File: config.mk
export PLATFORM = sky130hd
export DESIGN_NAME = clk_period_meter_flat
export DESIGN_NICKNAME = d
export VERILOG_FILES = /design/src/rtl/clk_period_meter_pkg.sv /design/src/rtl/clk_period_meter_if.sv /design/src/rtl/clk_period_meter_sync_edge_det.sv /design/src/rtl/clk_period_meter.sv /design/src/flat_wrapper.sv
export SDC_FILE = /design/constraint.sdc
export NUM_CORES = 1
export LEC_CHECK = 0
export CORE_UTILIZATION = 31
export DETAILED_ROUTE_END_ITERATION = 8
export PLACE_DENSITY = 0.48
export SYNTH_ARGS = -nofsm -noshare
export SYNTH_HDL_FRONTEND = slang
export SYNTH_SLANG_ARGS = --single-unit
File: constraint.sdc
create_clock -name clk -period 2.9 [get_ports clk]
set_input_delay 0.29 -clock clk [delete_from_list [all_inputs] [get_ports clk]]
set_output_delay 0.29 -clock clk [all_outputs]
set_load 0.05 [all_outputs]
File: src/rtl/clk_period_meter_pkg.sv
// clk_meter_pkg: state encoding and sizing helpers shared by the clock period meter.
package clk_meter_pkg;
    typedef enum logic [1:0] {IDLE, ARM, MEAS, DONE} state_e;
    localparam int CNT_W_DEF   = 16;
    localparam int TIMEOUT_DEF = 1023;
    function automatic int tmo_w(input int timeout);
        return $clog2(timeout + 1);
    endfunction
    function automatic logic [63:0] sat_max(input int w);
        return (64'd1 << w) - 64'd1;
    endfunction
endpackage

File: src/rtl/clk_period_meter_if.sv
// clk_period_meter_if: request/result bundle between a meter and its controller.
interface clk_period_meter_if #(parameter int CNT_W = 16);
    logic             start;
    logic             clk_in;
    logic             busy;
    logic             done;
    logic [CNT_W-1:0] period_sum;
    logic [CNT_W-1:0] high_sum;
    logic             timeout;
    logic             ovf;
    modport master (output start, clk_in, input busy, done, period_sum, high_sum, timeout, ovf);
    modport slave  (input start, clk_in, output busy, done, period_sum, high_sum, timeout, ovf);
endinterface

File: src/rtl/clk_period_meter_sync_edge_det.sv
// sync_edge_det: brings an asynchronous clock into clk domain and flags its rising edges.
module sync_edge_det #(
    parameter int SYNC_STAGES = 2
) (
    input  logic clk,
    input  logic rst,
    input  logic d_i,
    output logic lvl_o,
    output logic rise_o
);
    logic [SYNC_STAGES-1:0] sync_q;
    logic                   prev_q;
    always_ff @(posedge clk or posedge rst) begin
        if (rst) begin
            sync_q <= '0;
            prev_q <= 1'b0;
        end else begin
            sync_q <= {sync_q[SYNC_STAGES-2:0], d_i};
            prev_q <= sync_q[SYNC_STAGES-1];
        end
    end
    assign lvl_o  = sync_q[SYNC_STAGES-1];
    assign rise_o = lvl_o & ~prev_q;
endmodule

File: src/rtl/clk_period_meter.sv
// clk_period_meter: accumulates period and high time of a divided clock over NUM_PER periods,
// counted in clk cycles, with edge-loss timeout and accumulator saturation reporting.
module clk_period_meter
    import clk_meter_pkg::*;
#(
    parameter int CNT_W       = CNT_W_DEF,
    parameter int NUM_PER     = 4,
    parameter int SYNC_STAGES = 2,
    parameter int TIMEOUT     = TIMEOUT_DEF
) (
    input logic              clk,
    input logic              rst,
    clk_period_meter_if.slave bus
);
    localparam int               TMO_W = tmo_w(TIMEOUT);
    localparam int               EDG_W = $clog2(NUM_PER + 1);
    localparam logic [CNT_W-1:0] SAT   = CNT_W'(sat_max(CNT_W));

    state_e           state_q, state_d;
    logic [EDG_W-1:0] edges_q, edges_d;
    logic [TMO_W-1:0] tmo_q, tmo_d;
    logic [CNT_W-1:0] cnt_q, cnt_d, hcnt_q, hcnt_d, psum_q, psum_d, hsum_q, hsum_d;
    logic             sat_q, sat_d, tout_q, tout_d, ovf_q, ovf_d;
    logic             lvl, rise, last, expired, clip;
    logic [CNT_W-1:0] cnt_inc, hcnt_inc;

    sync_edge_det #(.SYNC_STAGES(SYNC_STAGES)) u_sync (
        .clk    (clk),
        .rst    (rst),
        .d_i    (bus.clk_in),
        .lvl_o  (lvl),
        .rise_o (rise)
    );

    assign cnt_inc  = (cnt_q == SAT) ? SAT : cnt_q + 1'b1;
    assign hcnt_inc = (hcnt_q == SAT || !lvl) ? hcnt_q : hcnt_q + 1'b1;
    assign clip     = (cnt_q == SAT) || (lvl && hcnt_q == SAT);
    assign last     = rise && edges_q == EDG_W'(NUM_PER - 1);
    assign expired  = tmo_q == TMO_W'(TIMEOUT - 1);

    always_comb begin
        state_d = state_q;
        edges_d = edges_q;
        tmo_d   = tmo_q;
        cnt_d   = cnt_q;
        hcnt_d  = hcnt_q;
        psum_d  = psum_q;
        hsum_d  = hsum_q;
        sat_d   = sat_q;
        tout_d  = tout_q;
        ovf_d   = ovf_q;
        case (state_q)
            IDLE: if (bus.start) begin
                state_d = ARM;
                edges_d = '0;
                tmo_d   = '0;
                ovf_d   = 1'b0;
            end
            ARM, MEAS: begin
                tmo_d = rise ? '0 : tmo_q + 1'b1;
                if (state_q == ARM && rise) begin
                    state_d = MEAS;
                    cnt_d   = '0;
                    hcnt_d  = '0;
                    edges_d = '0;
                    sat_d   = 1'b0;
                end else if (state_q == MEAS) begin
                    cnt_d  = cnt_inc;
                    hcnt_d = hcnt_inc;
                    sat_d  = sat_q | clip;
                    edges_d = rise ? edges_q + 1'b1 : edges_q;
                end
                // the closing edge takes priority over a coincident timeout
                if (state_q == MEAS && last) begin
                    state_d = DONE;
                    psum_d  = cnt_inc;
                    hsum_d  = hcnt_inc;
                    tout_d  = 1'b0;
                    ovf_d   = sat_q | clip;
                end else if (!rise && expired) begin
                    state_d = DONE;
                    psum_d  = '0;
                    hsum_d  = '0;
                    tout_d  = 1'b1;
                    ovf_d   = 1'b0;
                end
            end
            default: state_d = IDLE;
        endcase
    end

    always_ff @(posedge clk or posedge rst) begin
        if (rst) begin
            state_q <= IDLE;
            edges_q <= '0;
            tmo_q   <= '0;
            cnt_q   <= '0;
            hcnt_q  <= '0;
            psum_q  <= '0;
            hsum_q  <= '0;
            sat_q   <= 1'b0;
            tout_q  <= 1'b0;
            ovf_q   <= 1'b0;
        end else begin
            state_q <= state_d;
            edges_q <= edges_d;
            tmo_q   <= tmo_d;
            cnt_q   <= cnt_d;
            hcnt_q  <= hcnt_d;
            psum_q  <= psum_d;
            hsum_q  <= hsum_d;
            sat_q   <= sat_d;
            tout_q  <= tout_d;
            ovf_q   <= ovf_d;
        end
    end

    assign bus.busy       = state_q == ARM || state_q == MEAS;
    assign bus.done       = state_q == DONE;
    assign bus.period_sum = psum_q;
    assign bus.high_sum   = hsum_q;
    assign bus.timeout    = tout_q;
    assign bus.ovf        = ovf_q;
endmodule

File: src/flat_wrapper.sv
// flat-port wrapper written by rule: the top's interface ports become plain ports
module clk_period_meter_flat import clk_meter_pkg::*;
#(
    parameter int CNT_W       = CNT_W_DEF,
    parameter int NUM_PER     = 4,
    parameter int SYNC_STAGES = 2,
    parameter int TIMEOUT     = TIMEOUT_DEF
)
  (clk, rst, bus_start, bus_clk_in, bus_busy, bus_done, bus_period_sum, bus_high_sum, bus_timeout, bus_ovf);
  clk_period_meter_if #(.CNT_W(CNT_W)) bus_i ();
  input logic clk;
  input logic rst;
  input wire logic [$bits(bus_i.start)-1:0] bus_start;
  input wire logic [$bits(bus_i.clk_in)-1:0] bus_clk_in;
  output wire logic [$bits(bus_i.busy)-1:0] bus_busy;
  output wire logic [$bits(bus_i.done)-1:0] bus_done;
  output wire logic [$bits(bus_i.period_sum)-1:0] bus_period_sum;
  output wire logic [$bits(bus_i.high_sum)-1:0] bus_high_sum;
  output wire logic [$bits(bus_i.timeout)-1:0] bus_timeout;
  output wire logic [$bits(bus_i.ovf)-1:0] bus_ovf;
  assign bus_i.start = bus_start;
  assign bus_i.clk_in = bus_clk_in;
  assign bus_busy = bus_i.busy;
  assign bus_done = bus_i.done;
  assign bus_period_sum = bus_i.period_sum;
  assign bus_high_sum = bus_i.high_sum;
  assign bus_timeout = bus_i.timeout;
  assign bus_ovf = bus_i.ovf;
  clk_period_meter #(.CNT_W(CNT_W), .NUM_PER(NUM_PER), .SYNC_STAGES(SYNC_STAGES), .TIMEOUT(TIMEOUT)) u_core (.clk(clk), .rst(rst), .bus(bus_i));
endmodule
# Word level (Yosys, flattened, before mapping)
# Cells that the tools add are included.
totals:
  regBits: 85
  word_cells: 82
classes:
  n_addsub: 4
  bitwise_logic: 3
  muxes: 30
  reduce_logical: 21
  n_eq_ne: 12
op_table:
  columns: ["op", "count"]
  rows:
  - ["two-way mux 16 bit", 9]
  - ["adder 16 x 1 -> 16 bit, second input constant", 2]
  - ["equality test 16 bit, second input constant", 2]
  - ["two-way mux 10 bit", 2]
  - ["one-hot mux 10 bit (2 select lines)", 1]
  - ["two-way mux 3 bit", 4]
  - ["adder 10 x 1 -> 10 bit, second input constant", 1]
  - ["equality test 10 bit, second input constant", 1]
  - ["!= test 3 x 1 -> 1 bit, second input constant", 3]
  - ["two-way mux 2 bit", 4]
  - ["AND reduction 2 bit", 4]
  - ["two-way mux 1 bit", 7]
  - ["one-hot mux 3 bit (2 select lines)", 1]
  - ["nonzero test 2 bit", 3]
  - ["logical AND 1 bit", 5]
  - ["equality test 2 bit, second input constant", 2]
  - ["!= test 4 x 1 -> 1 bit, second input constant", 1]
  - ["one-hot mux 2 bit (2 select lines)", 1]
  - ["AND reduction 4 bit", 1]
  - ["adder 3 x 1 -> 3 bit, second input constant", 1]
  - ["equality test 3 x 2 -> 1 bit, second input constant", 1]
  - ["logical OR 1 bit", 3]
  - ["AND reduction 3 bit", 1]
  - ["equality test 2 x 1 -> 1 bit, second input constant", 1]
  - ["other kinds (8)", 9]

# Depth between registers and ports, before layout
depth:
  word_depth: 7
  mapped_depth: 9
  ltp_nobuf: 7

# Hierarchy
# A second synthesis with hierarchy kept.
hier_totals:
  cells_unflattened: 496
  hier_area_um2: 4514.3
modules_own_cells:
  columns: ["mod", "cells_each", "area_per_inst_um2", "n_inst"]
  rows:
  - ["clk_period_meter", 491, 4421.7, 1]
  - ["sync_edge_det", 5, 92.6, 1]

# Worst setup path before layout
# OpenSTA, ideal clock, no wires.
synth_timing:
  path_kind: "register to register"
  from: "register u_core.state_q[0]"
  to: "register u_core.hcnt_q[3]"
  path_buffers: 3
  t_arrival_ns: 2.191
  setup_time_ns: 0.069
  slack_ns: 0.640
  path_stages_with_launch: 9
  period_less_slack_ns: 2.260
  cell_sequence: "dfrtp_1 -> inv_1 -> ha_1 -> clkbuf_1 -> and3_1 -> clkbuf_1 -> clkbuf_1 -> o211ai_1 -> nand3_1"
synth_between:
  elab_chain_len: 4
  word_cells_on_any_way: 7
  cone_classes: "eq/ne: 2; mux: 1; reduce/logical: 4"
synth_lines:
  columns: ["item", "line", "text"]
  rows:
  - ["start, declared", "clk_period_meter.sv:19", "state_e state_q, state_d;"]
  - ["start signal, assigned", "clk_period_meter.sv:105", "state_q <= state_d;"]
  - ["equality test 2 x 1 -> 1 bit", "clk_period_meter.sv:52, clk_period_meter.sv:61", null]
  - ["logical AND 1 bit", "clk_period_meter.sv:61", "if (state_q == ARM && rise) begin"]
  - ["nonzero test 2 bit (no source line)", null, null]
  - ["AND reduction 2 bit (no source line)", null, null]
  - ["end signal, assigned", "clk_period_meter.sv:109", "hcnt_q <= hcnt_d;"]
  - ["end, declared", "clk_period_meter.sv:22", "logic [CNT_W-1:0] cnt_q, cnt_d, hcnt_q, hcnt_d, psum_q, psum_d, hsum_q, hsum_d;"]
# Several ways; a longest one is shown, not always the timed one.
# A chain may end at the register's enable or synchronous reset.

# Final worst setup path
layout_timing:
  from: "register u_core.state_q[0]"
  to: "output bus_busy"
layout_between:
  elab_chain_len: 2
  word_cells_on_any_way: 3
  cone_classes: "eq/ne: 2; reduce/logical: 1"
layout_lines:
  columns: ["item", "line", "text"]
  rows:
  - ["equality test 2 x 1 -> 1 bit or equality test 2 bit (tied branches)", "clk_period_meter.sv:118", "assign bus.busy = state_q == ARM || state_q == MEAS;"]
  - ["logical OR 1 bit *", "clk_period_meter.sv:118", null]
  - ["end, declared", "flat_wrapper.sv:15", "output wire logic [$bits(bus_i.busy)-1:0] bus_busy;"]
# Every way passes the cells marked *; elsewhere a longest branch is shown, timed or not.

==> insert_results.sql <==
INSERT INTO impl_metrics (metric_group, metric, value, unit) VALUES
('run_status', 'run_status', 'complete, no violations', ''),
('cells_and_area', 'areaGrowthSynthToFinish', '20.1', '%'),
('cells_and_area', 'n_antenna_cell', '0', ''),
('run', 'cap_viol_max_count', '0', ''),
('clocking', 'ctsLongestPathBuffers', '2', ''),
('detailed_routing', 'detailroute.via_count', '3783', ''),
('critical_path', 'worst_r2r_path_depth', '6', ''),
('critical_path', 'worstPathArrival', '2.22', 'ns'),
('sta', 'timing.final.crit_share', '86.7', '%'),
('power', 'power_per_cell_area', '611', 'nW/um2'),
('yosys', 'synth_seq_area_share', '47.0', '%'),
('clocking', 'cts_buffers', '9', ''),
('sta', 'final-max-slew-violation-count', '0', ''),
('power', 'sequentialPowerShare', '40.1', '%'),
('power', 'net_load_switching_power', '1.08', 'mW'),
('critical_path', 'r2r_setup_slack', '0.70', 'ns'),
('detailed_routing', 'routed_wire_length', '11700', 'um'),
('global_route', 'grt.total_usage', '17.0', '%'),
('critical_path', 'reg2reg_from', 'u_core.state_q[0]$_DFFE_PP0P_', ''),
('yosys', 'syn-cell-area', '4520', 'um2'),
('global_route', 'grt_first_pass_wirelength', '19600', 'um'),
('sta', 'finalWorstSetupSlack', '0.386', 'ns'),
('critical_path', 'worstSetupStartpointType', 'flop', ''),
('placed_design', 'dpl_hpwl', '7740', 'um'),
('clocking', 'cts.root.buffer_cell', 'sky130_fd_sc_hd__clkbuf_16', ''),
('clocking', 'cts.repair_timing.setup_buffer_count', '0', ''),
('yosys', 'synth_enable_flop_cells', '0', ''),
('clocking', 'cts_repair_resize_count', '0', ''),
('floorplan', 'design.die.area', '15100', 'um2'),
('global_route', 'grt_start_max_net_pins', '61', ''),
('clocking', 'clock_transition_at_the_registers_of_the_reported_paths', '0.06', 'ns'),
('critical_path', 'worst_ep_required_time', '2.61', 'ns'),
('yosys', 'synth_flop_cell', 'sky130_fd_sc_hd__dfrtp_1', ''),
('yosys', 'ys_ff_latch', '85', ''),
('critical_path', 'path_class', 'flop to output port', ''),
('power', 'clock_power_share', '36.5', '%'),
('sta', 'min_period', '2.51', 'ns'),
('power', 'cellLeakagePower', '2.31', 'nW'),
('sta', 'report.final.hold_viol_count', '0', ''),
('power', 'vdd_drop_max', '0.000306', 'V'),
('clocking', 'clkSinkCount', '85', ''),
('detailed_routing', 'firstDrtPassIters', '4', ''),
('worst_hold_path', 'worstHoldPathType', 'primary input to asynchronous set/reset pin', ''),
('floorplan', 'floorplan.initialDensity', '32.2', '%'),
('clocking', 'cts_tree', 'yes', ''),
('placed_design', 'globalplace.congestion', '0.819', ''),
('placed_design', 'port-buffer-count', '39', ''),
('detailed_routing', 'avgViaCountPerCell', '5.35', ''),
('global_route', 'grt_antenna_before_repair', '0', ''),
('sta', 'worstMarginPinSlew', '0.612', 'ns'),
('clocking', 'cts-htree-levels', '3', ''),
('cells_and_area', 'num-nets-final', '536', ''),
('placed_design', 'post-place-ws', '0.658', 'ns'),
('sta', 'report.final.setup_viol', '0', ''),
('sta', 'finalSetupTns', '0', 'ns'),
('yosys', 'ys_types', '57', ''),
('yosys', 'syn_inst', '486', ''),
('detailed_routing', 'post_drt_wl_per_cell', '16.6', 'um'),
('detailed_routing', 'number_of_routed_nets_with_antenna_violations', '0', ''),
('clocking', 'post_cts_hold_fix_bufs', '0', ''),
('global_route', 'globalRoute.totalOverflow', '0', ''),
('sta', 'timing.fmax', '0.398', 'GHz'),
('floorplan', 'fp-row-count', '43', ''),
('floorplan', 'die_y', '123', 'um'),
('yosys', 'yosysWarningCount', '0', ''),
('floorplan', 'fp.dieW', '123', 'um'),
('yosys', 'postSynthNetCount', '500', ''),
('cells_and_area', 'fillers', '1408', ''),
('clocking', 'clock_insertion_delay_worst_skew', '0.35', 'ns'),
('cells_and_area', 'layout.cell_area.non_filler', '5440', 'um2'),
('placed_design', 'detailed_place.area', '5120', 'um2');
flip-flops by register name (all words and copies together) (netlist names):
signal                 cells
u_core.bus.high_sum       16
u_core.bus.period_sum     16
u_core.cnt_q              16
u_core.hcnt_q             16
u_core.tmo_q              10
u_core.edges_q             3
u_core.state_q             2
u_core.u_sync.sync_q       2
u_core.bus.ovf             1
u_core.bus.timeout         1
u_core.sat_q               1
u_core.u_sync.prev_q       1
cells in the mapped netlist (all sizes together), types with 2 or more instances:
cell / instances / share of area [%]
a21o: 3 / 0.50
a21oi: 24 / 2.7
a22o: 17 / 3.3
a31oi: 10 / 1.4
a32o: 3 / 0.66
a32oi: 5 / 0.97
and2: 3 / 0.41
and3: 12 / 1.7
and4: 8 / 1.5
buf: 15 / 1.9
clkbuf: 12 / 1.0
dfrtp: 85 / 47
ha: 10 / 2.8
inv: 13 / 1.1
mux2i: 2 / 0.44
nand2: 70 / 5.8
nand2b: 3 / 0.41
nand3: 19 / 2.4
nand3b: 2 / 0.33
nand4: 16 / 2.5
nor2: 28 / 2.3
nor3: 2 / 0.33
nor4: 4 / 0.55
o2111ai: 2 / 0.39
o211ai: 6 / 1.0
o21a: 3 / 0.66
o21ai: 59 / 6.8
o21bai: 2 / 0.33
o31ai: 7 / 1.2
or2: 2 / 0.28
or4: 2 / 0.33
xnor2: 14 / 2.7
xor2: 8 / 1.5
cell families after synthesis:
| logic type | after synthesis | synth area share (%) |
|---|---|---|
| flops | 85 | 47.0 |
| mux | 3 | 0.691 |
| xor+xnor | 22 | 4.26 |
| buf+inv | 40 | 3.98 |
| fa+ha+maj | 10 | 2.77 |
| compound gates | 150 | 21.6 |
| simple gates | 176 | 19.7 |
area by class of cell:
cell class,instances,area share [%]
clock buffers,12,4.90
clock inverters,4,0.829
inverters,13,0.921
multi-input cells,361,40.9
flip-flops and latches,85,39.1
well taps,180,4.14
repair buffers,52,9.21
worst max-delay path by stage:
stage / slack, ns / endpoint / start
floorplan: 0.42 / u_core.bus.high_sum[0]$_DFFE_PP0P_ / rst
global placement: 0.73 / u_core.bus.ovf$_DFFE_PP0P_ / u_core.cnt_q[0]$_DFFE_PP0P_
detailed placement: 0.66 / u_core.state_q[0]$_DFFE_PP0P_ / u_core.state_q[0]$_DFFE_PP0P_
CTS: 0.36 / bus_busy / u_core.state_q[0]$_DFFE_PP0P_
global route: 0.27 / bus_busy / u_core.state_q[0]$_DFFE_PP0P_
finish: 0.39 / bus_busy / u_core.state_q[0]$_DFFE_PP0P_
cell usage in the layout, fill, tap and decap left out, drive strengths merged, types with 4 or more instances in the layout:
master	synthesis	final
dfrtp	85	85
nand2	70	70
o21ai	59	59
clkdlybuf4s50	0	39
nor2	28	28
a21oi	24	24
nand3	19	19
a22o	17	17
nand4	16	16
xnor2	14	14
buf	15	13
inv	13	12
and3	12	12
clkbuf	12	12
a31oi	10	10
ha	10	10
xor2	8	8
and4	8	8
o31ai	7	7
o211ai	6	6
a32oi	5	5
nor4	4	4
clkinv	0	4
critical path, cell delays in order, from the launching register on:
cell and delay, ns:
sky130_fd_sc_hd__dfrtp_1 0.42, sky130_fd_sc_hd__inv_1 0.09, sky130_fd_sc_hd__ha_1 0.49, sky130_fd_sc_hd__clkdlybuf4s50_1 0.88
metal layers:
layer / track usage (%) / wire [um] / up-vias
met3: 4.55 / 477 / 7
met5: 0 / 0 / -
met4: 4.50 / 74 / 0
met1: 22.9 / 5650 / 1864
li1: - / - / 1848
met2: 27.0 / 5500 / 64
power by group through the flow:
stage,combinational [mW],sequential [mW],clock [mW]
final,0.775,1.33,1.21
after CTS,0.789,1.33,1.25
after detailed placement,0.784,1.35,0
after global routing,0.875,1.34,1.29
after floorplan,0.550,1.35,0
after global placement,0.768,1.35,0
per-stage QoR:
stage / cells / hold slack [ns] / total power [mW] / utilization (%)
3_5_place_dp: 691 / 0.336 / 2.14 / 36.5
2_1_floorplan: 486 / 0.321 / 1.90 / -
6_report: 707 / 0.282 / 3.32 / 38.7
3_3_place_gp: 691 / 0.335 / 2.11 / 36.5
5_1_grt: 707 / 0.338 / 3.51 / 38.7
4_1_cts: 707 / 0.292 / 3.37 / 38.7
(Power assumes the default switching activity.)
